<file path="config.mk">
export PLATFORM = sky130hd
export DESIGN_NAME = bin2bcd_seq
export DESIGN_NICKNAME = d
export VERILOG_FILES = /design/src/rtl/bin2bcd_seq.sv
export SDC_FILE = /design/constraint.sdc
export NUM_CORES = 1
export LEC_CHECK = 0
export BUFFER_PORTS_ARGS = -buffer_cell sky130_fd_sc_hd__buf_2
export CAP_MARGIN = 30
export CORE_ASPECT_RATIO = 2
export CORE_UTILIZATION = 40
export DETAILED_ROUTE_END_ITERATION = 16
export PLACE_DENSITY = 0.68
export SLEW_MARGIN = 20
export SYNTH_ARGS = -nofsm -noshare
export SYNTH_HDL_FRONTEND = slang
export SYNTH_SLANG_ARGS = --single-unit
export TNS_END_PERCENT = 5
</file>
<file path="constraint.sdc">
create_clock -name clk -period 2.1 [get_ports clk]
set_clock_uncertainty 0.1 [all_clocks]
set_input_delay 0.315 -clock clk [delete_from_list [all_inputs] [get_ports clk]]
set_output_delay 0.315 -clock clk [all_outputs]
set_load 0.01 [all_outputs]
</file>
<file path="src/rtl/bin2bcd_seq.sv">
// rtl/bin2bcd_seq.sv - sequential double-dabble binary-to-BCD converter
// One shift step per cycle; a sticky carry out of the top digit flags operands >= 10^D.
module bin2bcd_seq #(
  parameter int W = 6,
  parameter int D = 2
) (
  input  logic           clk,
  input  logic           rst_n,
  input  logic           start,
  input  logic [W-1:0]   valoare_bin,
  output logic           busy,
  output logic           done,
  output logic [4*D-1:0] bcd,
  output logic           overflow
);

  localparam int CW = $clog2(W) + 1;

  typedef enum logic [1:0] {IDLE, SHIFT, LATCH} state_t;

  state_t         state;
  logic [W-1:0]   operand;
  logic [W-1:0]   operand_next;
  logic [4*D-1:0] work;
  logic [4*D-1:0] adj;
  logic [4*D-1:0] work_next;
  logic [CW-1:0]  cnt;
  logic           sticky;
  logic           carry_out;

  // Adjust digits >= 5 before the shift so each digit stays a legal BCD code.
  always_comb begin
    adj = work;
    for (int i = 0; i < D; i++) begin
      if (work[4*i +: 4] >= 4'd5)
        adj[4*i +: 4] = work[4*i +: 4] + 4'd3;
    end
    carry_out    = adj[4*D-1];
    work_next    = {adj[4*D-2:0], operand[W-1]};
    operand_next = operand << 1;
  end

  always_ff @(posedge clk or negedge rst_n) begin
    if (!rst_n) begin
      state    <= IDLE;
      operand  <= '0;
      work     <= '0;
      cnt      <= '0;
      sticky   <= 1'b0;
      busy     <= 1'b0;
      done     <= 1'b0;
      bcd      <= '0;
      overflow <= 1'b0;
    end else begin
      done <= 1'b0;
      case (state)
        IDLE: begin
          if (start) begin
            operand <= valoare_bin;
            work    <= '0;
            sticky  <= 1'b0;
            cnt     <= CW'(W);
            busy    <= 1'b1;
            state   <= SHIFT;
          end
        end
        SHIFT: begin
          work    <= work_next;
          operand <= operand_next;
          sticky  <= sticky | carry_out;
          cnt     <= cnt - CW'(1);
          if (cnt == CW'(1))
            state <= LATCH;
        end
        LATCH: begin
          bcd      <= sticky ? {D{4'h9}} : work;
          overflow <= sticky;
          done     <= 1'b1;
          busy     <= 1'b0;
          state    <= IDLE;
        end
        default: state <= IDLE;
      endcase
    end
  end

endmodule

</file>
==> results of run 1 <==
## cell type report
type	instances	share of cell area [%]
timing repair buffer	20	5.750
sequential	32	44.88
clock buffer	7	5.400
tap	49	3.436
inverter	12	2.525
multi-input combinational	100	38.01
## report_power, final
group | switching, mW | internal, mW | leakage (nW) | total, mW
logic | 0.507 | 0.419 | 0.385 | 0.926
clock network | 0.210 | 0.291 | 0.0503 | 0.501
registers | 0.217 | 0.841 | 0.410 | 1.06
total | 0.934 | 1.55 | 0.845 | 2.49
## worst register-to-register path: cells and delay by family, from the launching register on
family	cells	cell delay (ns)
simple gates	1	0.16
flops	1	0.42
buf+inv	1	0.10
fa+ha+maj	1	0.23
compound gates	2	0.44
## sequential cells by signal, summed over array words and instances, names as in the netlist
register / flops
bcd: 8
busy: 1
cnt: 4
done: 1
operand: 6
overflow: 1
state: 2
sticky: 1
work: 8
## metrics by stage
stage,hold slack (ns),setup slack (ns)
after global placement,0.3004,0.5563
after floorplan,-0.08059,0.7086
after CTS,0.004165,0.5219
after detailed placement,0.3123,0.5386
after global routing,0.03101,0.4477
final,-0.01404,0.5359
## layout by cell type (no fill, tap or decap), types with 2 or more instances in the layout
cell type / instances
a21oi_1: 5
a22oi_1: 6
a32o_1: 3
buf_2: 19
clkbuf_8: 7
dfrtp_1: 32
ha_1: 6
inv_1: 12
nand2_1: 16
nor2_1: 9
nor2b_1: 7
o2111ai_1: 4
o21a_1: 2
o21ai_0: 15
o221ai_1: 2
o311ai_1: 2
o31ai_1: 7
xnor2_1: 2
## cell families (layout without fill, tap and decap cells)
group	after synthesis	in the layout	synth area share (%)
flip-flops	32	32	51.00
multiplexers	2	2	1.355
XOR/XNOR	2	2	1.116
adder cells (fa/ha/maj)	6	6	4.781
AO/OA/AOI/OAI	51	51	23.27
AND/OR/NAND/NOR	39	39	12.67
buffers and inverters	18	39	5.816
## how the worst min path moves through the flow
stage,start,to,slack (ns),cells past startpoint
after detailed placement,rst_n,work[3]$_DFFE_PN0P_,0.31,1
after floorplan,rst_n,bcd[0]$_DFFE_PN0P_,-0.08,0
after CTS,rst_n,work[2]$_DFFE_PN0P_,0.004,1
after global placement,rst_n,work[3]$_DFFE_PN0P_,0.30,1
final,rst_n,work[2]$_DFFE_PN0P_,-0.01,1
after global routing,rst_n,work[0]$_DFFE_PN0P_,0.03,1
## metal layers
layer	up-vias	GRT usage (%)
met5	-	0
met4	0	11.76
met3	6	5.000
met2	20	28.47
met1	595	16.97
li1	576	-
==> metrics.cfg, run 1 <==
[status]
status=finished, violations left
violations=negative hold slack

[cells_and_area]
drive_gt1_share_pct=19.88
fin_cells=220
fin_util_pct=48.42
multi_input_area_um2=678.2
fillCellCount=353
syn_to_final_growth_pct=13.63
layout.nets=186
diodes=0
regArea_um2=800.8
fin_area_um2=1784

[grt]
grt_pass1_vias=1213
grt_pass1_wl_mm=5.285
grtUsageTotal_pct=17.25
grt_max_degree=33
grt_overflow_total=0
antenna_found_initial=0

[sta]
setup_viol=0
final_hold_viol_count=19
setup_tns_ns=0
worst_pin_slew_ns=0.7276
post-route-period-util_pct=74.48
finalCriticalPeriod_ns=1.564
slew_viol_final=0
maxSlewHeadroom_pct=51.49
fin_hold_ws_ns=-0.01404
fmax_mhz=639.4
rsz0062_at_grt=no

[floorplan]
die-height_um=90.61
die_area_um2=4195
start_util_pct=42.61
rows=31
dieWidth_um=46.31
io_pins=20
coreArea_um2=3685

[placement]
dpl.cell_count=213
dpl_cell_area_um2=1688
gp_congestion=0.8780
io_buffer_count=19
place.detailed.hpwl_mm=2.256

[setup_path]
crit_required_ns=2.18
worst-path-buf-inv=1
reg2reg_from=work[0]$_DFFE_PN0P_
worst-path-max-fanout=5
critical_path_class=flop to flop
cp-end-kind=flop
cp.depth=5
timing.critical_path.max_delay_family=compound AO/OA/AOI/OAI gates
reg2reg_depth=5
r2r_slack_ns=0.54
start_kind=flop
cp_cell_sequence=inv_1 -> ha_1 -> nor2b_1 -> o21a_1 -> o311ai_1
crit_path_start=work[0]$_DFFE_PN0P_
cpPeakStageDelay_ns=0.42
r2r-end=work[2]$_DFFE_PN0P_
slowest_stage=dfrtp_1
arrival_ns=1.64
crit_end=work[2]$_DFFE_PN0P_

[routing]
drt-met1-wl_mm=1.217
vias_per_cell=5.441
drc=0
num_vias=1197
highest_layer=met4
wl_per_cell_um=14.06
met2_length_mm=1.725
first_pass_iters=4
ant_nets=0
drt_iter0_drc=22
routed_wirelength_mm=3.093
wl_met3_um=84

[clock_tree]
h-tree-depth=2
clk_latency_ns=0.28
post-cts-setup-buffer-count=0
cts.sinks=32
root_buffer=clkbuf_8
tritoncts=built
ctsHoldBuffers=0
clkSlewWorstSetupHoldPaths_ns=0.06
cts.path.max_buffers=2
cts_buffers=5
cts_resized=0

[logic_synthesis]
synth_top_area_share_pct=51.00
synth.largest_area_cell=dfrtp_1
syn_nets=165
synth_top_cells_by_count=dfrtp_1, nand2_1, o21ai_0, inv_1, nor2_1
syn_area_um2=1570
ys_async_sr_fraction_pct=100.0
syn_inst=150
synth.most_common_cell=dfrtp_1
syn_area_per_cell_um2=10.47
synth_edf_count=0
seq_area_frac_synth_pct=51.00
synth_cell_type_count=34
ys.flop_type=dfrtp_1
ys_seq_elements=32
synth.area.top_cells=dfrtp_1, ha_1, o21ai_0, nand2_1, o31ai_1
ys.warnings.count=0

[pwr]
p_per_area_nw_per_um2=1393
peakVddDrop_v=0.0006501
finalPower_mw=2.485
p_leak_nw=0.8453

[min_path]
worstHoldPathType=input port to async pin

[run]
drv_cap=0

No activity file was read; power rests on OpenSTA's default activity.
==> run 2: changes to the inputs <==
--- a/config.mk
+++ b/config.mk
@@ -5,12 +5,13 @@
 export SDC_FILE = /design/constraint.sdc
 export NUM_CORES = 1
 export LEC_CHECK = 0
+export ABC_AREA = 1
 export BUFFER_PORTS_ARGS = -buffer_cell sky130_fd_sc_hd__buf_2
 export CAP_MARGIN = 30
 export CORE_ASPECT_RATIO = 2
 export CORE_UTILIZATION = 40
 export DETAILED_ROUTE_END_ITERATION = 16
-export PLACE_DENSITY = 0.68
+export PLACE_DENSITY = 0.7
 export SLEW_MARGIN = 20
 export SYNTH_ARGS = -nofsm -noshare
 export SYNTH_HDL_FRONTEND = slang
==> constraint.sdc (replaced) <==
create_clock -name clk -period 1.4 [get_ports clk]
set_clock_uncertainty 0.1 [all_clocks]
set_input_delay 0.21 -clock clk [delete_from_list [all_inputs] [get_ports clk]]
set_output_delay 0.21 -clock clk [all_outputs]
set_load 0.01 [all_outputs]
==> run 2 against run 1 <==
Final area increased by 3.1%; core utilization increased by 2.6 points; highest routed layer unchanged; via count increased by 6.6%; the run now ends clean; cell count increased by 20%; critical path depth increased by 1; routed wire length decreased by 0.87%; die area decreased by 4.5%; sequential power increased by 42%; flip-flop and latch count unchanged; area after synthesis decreased by 4.7%; count of clock-buffer cells in the layout decreased by 1.
==> metrics.cfg, run 2 <==
[routing]
num_vias=1276
ant_nets=0
vias_per_cell=4.852
first_pass_iters=4
wl_per_cell_um=11.66
routed_wirelength_mm=3.066
drc=0
drt_iter0_drc=26

[clock_tree]
cts.sinks=32
clkSlewWorstSetupHoldPaths_ns=0.06
cts.path.max_buffers=2
clk_latency_ns=0.27
root_buffer=clkbuf_8
cts_buffers=5
h-tree-depth=2
tritoncts=built

[logic_synthesis]
seq_area_frac_synth_pct=53.51
syn_inst=179
syn_area_um2=1496
syn_area_per_cell_um2=8.360
ys.warnings.count=0
synth.area.top_cells=dfrtp_1, nand2_1, nand3_1, ha_1, inv_1
ys_seq_elements=32
synth.largest_area_cell=dfrtp_1
synth_edf_count=0
synth_top_cells_by_count=nand2_1, dfrtp_1, inv_1, nand3_1, nor2_1
ys_async_sr_fraction_pct=100.0
ys.flop_type=dfrtp_1
synth_cell_type_count=19
syn_nets=194
synth.most_common_cell=nand2_1
synth_top_area_share_pct=53.51

[grt]
grt_overflow_total=0
antenna_found_initial=0
grt_max_degree=33
grt_pass1_vias=1150
grt_pass1_wl_mm=5.071
grtUsageTotal_pct=17.33

[setup_path]
slowest_stage=dfrtp_1
cpPeakStageDelay_ns=0.40
crit_required_ns=1.48
worst-path-buf-inv=1
reg2reg_from=work[1]$_DFFE_PN0P_
r2r_slack_ns=0.08
cp-end-kind=flop
r2r-end=work[4]$_DFFE_PN0P_
cpMostUsedCell=nand2_1
reg2reg_depth=6
worst-path-max-fanout=5
crit_end=work[4]$_DFFE_PN0P_
cp_cell_sequence=inv_2 -> ha_1 -> nand2_1 -> nand3_2 -> nand2_1 -> o21bai_1
crit_path_start=work[1]$_DFFE_PN0P_
timing.critical_path.max_delay_family=flip-flops
arrival_ns=1.40
start_kind=flop
critical_path_class=flop to flop
cp.depth=6

[sta]
worst_slack_ns=0.08010
worst_pin_slew_ns=0.3109
rsz0062_at_grt=yes
fmax_mhz=757.6
slew_viol_final=0
post-route-period-util_pct=94.28
final_hold_viol_count=0
finalCriticalPeriod_ns=1.320
setup_viol=0
fin_hold_ws_ns=0.03618
maxSlewHeadroom_pct=79.25

[pwr]
p_leak_nw=0.9635
finalPower_mw=3.966
peakVddDrop_v=0.0009455
p_per_area_nw_per_um2=2156

[cells_and_area]
regArea_um2=800.8
multi_input_area_um2=616.8
fillCellCount=369
syn_to_final_growth_pct=22.91
layout_common_cells=nand2_1, dfrtp_1, buf_2, inv_1, nand3_1
layout.nets=228
drive_gt1_share_pct=23.83
final_common_cell=nand2_1
reg_top3=bcd x8, work x8, operand x6
diodes=0

[placement]
place.detailed.hpwl_mm=2.174
place_ws_ns=-0.02301
io_buffer_count=19
gp_congestion=0.7624

[floorplan]
die-height_um=88.50
die_area_um2=4005
coreArea_um2=3607
start_util_pct=41.48
rows=31
io_pins=20
dieWidth_um=45.25

[min_path]
worstHoldPathType=input port to flop

[status]
status=finished, final reports clean

[run]
drv_cap=0

## run 2: cell families after synthesis
kind of cell	Yosys count	share of synthesized area [%]
flops	32	53.51
buf+inv	24	6.773
fa+ha+maj	6	5.017
simple gates	97	27.42
compound gates	20	7.275
## run 2: worst min path at each step
| stage | depth (start not counted) | to | startpoint |
|---|---|---|---|
| after floorplan | 0 | bcd[0]$_DFFE_PN0P_ | rst_n |
| after global placement | 2 | work[7]$_DFFE_PN0P_ | rst_n |
| after detailed placement | 2 | work[7]$_DFFE_PN0P_ | rst_n |
| after CTS | 3 | operand[0]$_DFFE_PN0P_ | valoare_bin[0] |
| after global routing | 3 | operand[0]$_DFFE_PN0P_ | valoare_bin[0] |
| final | 3 | operand[0]$_DFFE_PN0P_ | valoare_bin[0] |
## run 2: where the power goes
group | total, mW | internal [mW] | leakage [nW] | switching, mW
registers | 1.51 | 1.29 | 0.391 | 0.222
logic | 1.74 | 0.690 | 0.522 | 1.05
clock network | 0.713 | 0.392 | 0.0510 | 0.321
## run 2: stage by stage
step	area [µm²]	util [%]	instances	setup TNS, ns
2_1_floorplan	1496	-	179	0
3_3_place_gp	1699	47.10	252	0
3_5_place_dp	1699	47.10	252	-0.02301
4_1_cts	1817	50.36	263	0
5_1_grt	1839	50.99	263	-0.006300
6_report	1839	50.99	263	0
## run 2: worst min-delay path: stages
cell and delay [ns]:
buf_2 0.07, nand2_1 0.04, nand2_1 0.05
## run 2: area by class of cell
cell class | count | area share, %
sequential | 32 | 43.54
tap | 49 | 3.333
timing repair buffer | 29 | 10.07
inverter | 22 | 4.490
clock buffer | 6 | 4.490
clock inverter | 2 | 0.5442
multi-input combinational | 123 | 33.54
## run 2: repair_timing
action / CTS / global route
gates cloned: 0 / 0
hold buffers: 1 / 0
endpoints found under the setup margin: 1 / 5
resized for setup: 1 / 5
buffers inserted: 2 / 0
pin swaps: 1 / 2
hold endpoints to repair: 32 / 0
## run 2: routing by layer
layer  GRT usage, %  vias up  routed length, µm
met1          18.59      599               1201
li1               -      639                  -
met4          8.815        0                 70
met2          30.30       32               1699
met3          4.082        6                 94
met5              0        -                  0
==> run 3: changes to the inputs <==
--- a/config.mk
+++ b/config.mk
@@ -9,9 +9,9 @@
 export BUFFER_PORTS_ARGS = -buffer_cell sky130_fd_sc_hd__buf_2
 export CAP_MARGIN = 30
 export CORE_ASPECT_RATIO = 2
-export CORE_UTILIZATION = 40
+export CORE_UTILIZATION = 50
 export DETAILED_ROUTE_END_ITERATION = 16
-export PLACE_DENSITY = 0.7
+export PLACE_DENSITY = 0.82
 export SLEW_MARGIN = 20
 export SYNTH_ARGS = -nofsm -noshare
 export SYNTH_HDL_FRONTEND = slang
==> run 3 against run 2 <==
Flip-flop and latch count unchanged; core utilization up 13 points; register-to-register slack got worse by 0.02 ns; highest routed layer unchanged; largest cell class unchanged; routed wire length down 4.6%; sequential share of layout area increased by 1.1 points; critical endpoint unchanged; fmax down 1.4%.
==> metrics.cfg, run 3 (synthesis gave the netlist of run 2 again) <==
[sta]
final_hold_viol_count=0
setup_tns_ns=0
fmax_mhz=747.2
setup_viol=0
slew_viol_final=0
maxSlewHeadroom_pct=73.94
rsz0062_at_grt=yes
worst_slack_ns=0.06174
finalCriticalPeriod_ns=1.338
post-route-period-util_pct=95.59
worst_pin_slew_ns=0.3910
fin_hold_ws_ns=0.03034

[min_path]
hold_start=valoare_bin[0]
hold_end=operand[0]$_DFFE_PN0P_
worstHoldPathType=input port to flop
hold_depth=3

[floorplan]
start_util_pct=53.37
die-height_um=79.37
dieWidth_um=40.69
io_pins=20
rows=27
coreArea_um2=2804
die_area_um2=3229

[pwr]
p_per_area_nw_per_um2=2207
finalPower_mw=3.957
p_leak_nw=0.9557
peakVddDrop_v=0.001120

[placement]
place.detailed.hpwl_mm=2.094
io_buffer_count=19
place_ws_ns=-0.005674
gp_congestion=0.7345

[cells_and_area]
layout.nets=228
fillCellCount=256
drive_gt1_share_pct=23.47
layout_common_cells=nand2_1, dfrtp_1, buf_2, nand3_1, inv_1
diodes=0
final_common_cell=nand2_1
reg_top3=bcd x8, work x8, operand x6
syn_to_final_growth_pct=19.82

[clock_tree]
cts.sinks=32
cts_buffers=5
clk_latency_ns=0.28
cts.path.max_buffers=2
tritoncts=built
h-tree-depth=2
clkSlewWorstSetupHoldPaths_ns=0.06
root_buffer=clkbuf_8

[routing]
drt_iter0_drc=23
ant_nets=0
num_vias=1253
routed_wirelength_mm=2.925
vias_per_cell=5.178
drc=0
wl_per_cell_um=12.09
first_pass_iters=4

[setup_path]
r2r_slack_ns=0.06
reg2reg_from=work[0]$_DFFE_PN0P_
reg2reg_depth=6
arrival_ns=1.39
cp_cell_sequence=buf_4 -> ha_1 -> nand2_1 -> nand3_2 -> nand2_1 -> o21bai_1
crit_required_ns=1.45
start_kind=flop
worst-path-max-fanout=3
critical_path_class=flop to flop
cp-end-kind=flop
cpPeakStageDelay_ns=0.38
r2r-end=work[4]$_DFFE_PN0P_
slowest_stage=dfrtp_1
cpMostUsedCell=nand2_1

[grt]
grtUsageTotal_pct=23.16
grt_max_degree=33
antenna_found_initial=0
grt_pass1_wl_mm=5.154
grt_overflow_total=0
grt_pass1_vias=1278

[run]
drv_cap=0

[status]
status=finished, final reports clean

==> run 3: changes by cell type in the layout (fill, tap and decap cells not counted) <==
cell | before | now
nand2_2 | 5 | 4
clkinv_2 | 2 | 0
nand2_1 | 57 | 58
clkbuf_8 | 6 | 7
ha_4 | 1 | 0
inv_2 | 6 | 7
inv_1 | 16 | 15
buf_12 | 1 | 0
buf_4 | 8 | 9
ha_2 | 0 | 1
==> run 3: critical path, delay by kind of cell, from the launching register on <==
kind                       cells  cell delay [ns]
DFF                            1             0.38
and+or+nand+nor                3             0.30
adders and majority gates      1             0.18
buffers and inverters          1             0.14
AOI/OAI and AO/OA              1             0.10
==> run 3: area by class of cell <==
type	count	area (µm²)	share of cell area, %
inverters	22	82.58	4.606
well taps	29	36.28	2.024
multi-input cells	123	604.3	33.71
flip-flops and latches	32	800.8	44.66
repair buffers	29	172.7	9.630
clock buffers	7	96.34	5.373
==> run 3: worst max path at each step <==
stage	startpoint	endpoint	slack (ns)	cells past startpoint
2_1_floorplan	work[0]$_DFFE_PN0P_	work[4]$_DFFE_PN0P_	0.16	7
3_3_place_gp	work[0]$_DFFE_PN0P_	work[4]$_DFFE_PN0P_	0.0006	7
3_5_place_dp	work[0]$_DFFE_PN0P_	work[4]$_DFFE_PN0P_	-0.006	7
4_1_cts	work[1]$_DFFE_PN0P_	work[4]$_DFFE_PN0P_	0.005	7
5_1_grt	work[1]$_DFFE_PN0P_	work[4]$_DFFE_PN0P_	-0.01	7
6_report	work[0]$_DFFE_PN0P_	work[4]$_DFFE_PN0P_	0.06	6
==> run 3: power by group <==
group	total, mW	switching (mW)	internal [mW]
sequential	1.51	0.221	1.29
clock	0.753	0.316	0.437
combinational	1.69	1.03	0.663
==> run 3: layer usage <==
| metal | vias to the layer above | routed length [µm] | GRT usage (%) |
|---|---|---|---|
| met5 | - | 0 | 0 |
| met2 | 29 | 1602 | 39.68 |
| met1 | 577 | 1166 | 23.98 |
| li1 | 639 | - | - |
| met3 | 8 | 96 | 6.704 |
| met4 | 0 | 60 | 10.00 |
==> run 3: what timing repair did <==
| action | in CTS | in global routing |
|---|---|---|
| gates cloned | 0 | 0 |
| endpoints found under the hold margin | 32 | 0 |
| gates resized for setup | 0 | 5 |
| buffers inserted | 1 | 1 |
| setup endpoints to repair | 1 | 5 |
| pin swaps | 1 | 1 |
| hold buffers | 1 | 0 |
==> run 3: per-stage QoR <==
step	area [µm²]	cells	utilization, %
6_report	1793	242	63.94
5_1_grt	1793	242	63.94
3_5_place_dp	1662	232	59.26
2_1_floorplan	1496	179	-
4_1_cts	1775	241	63.32
3_3_place_gp	1662	232	59.26
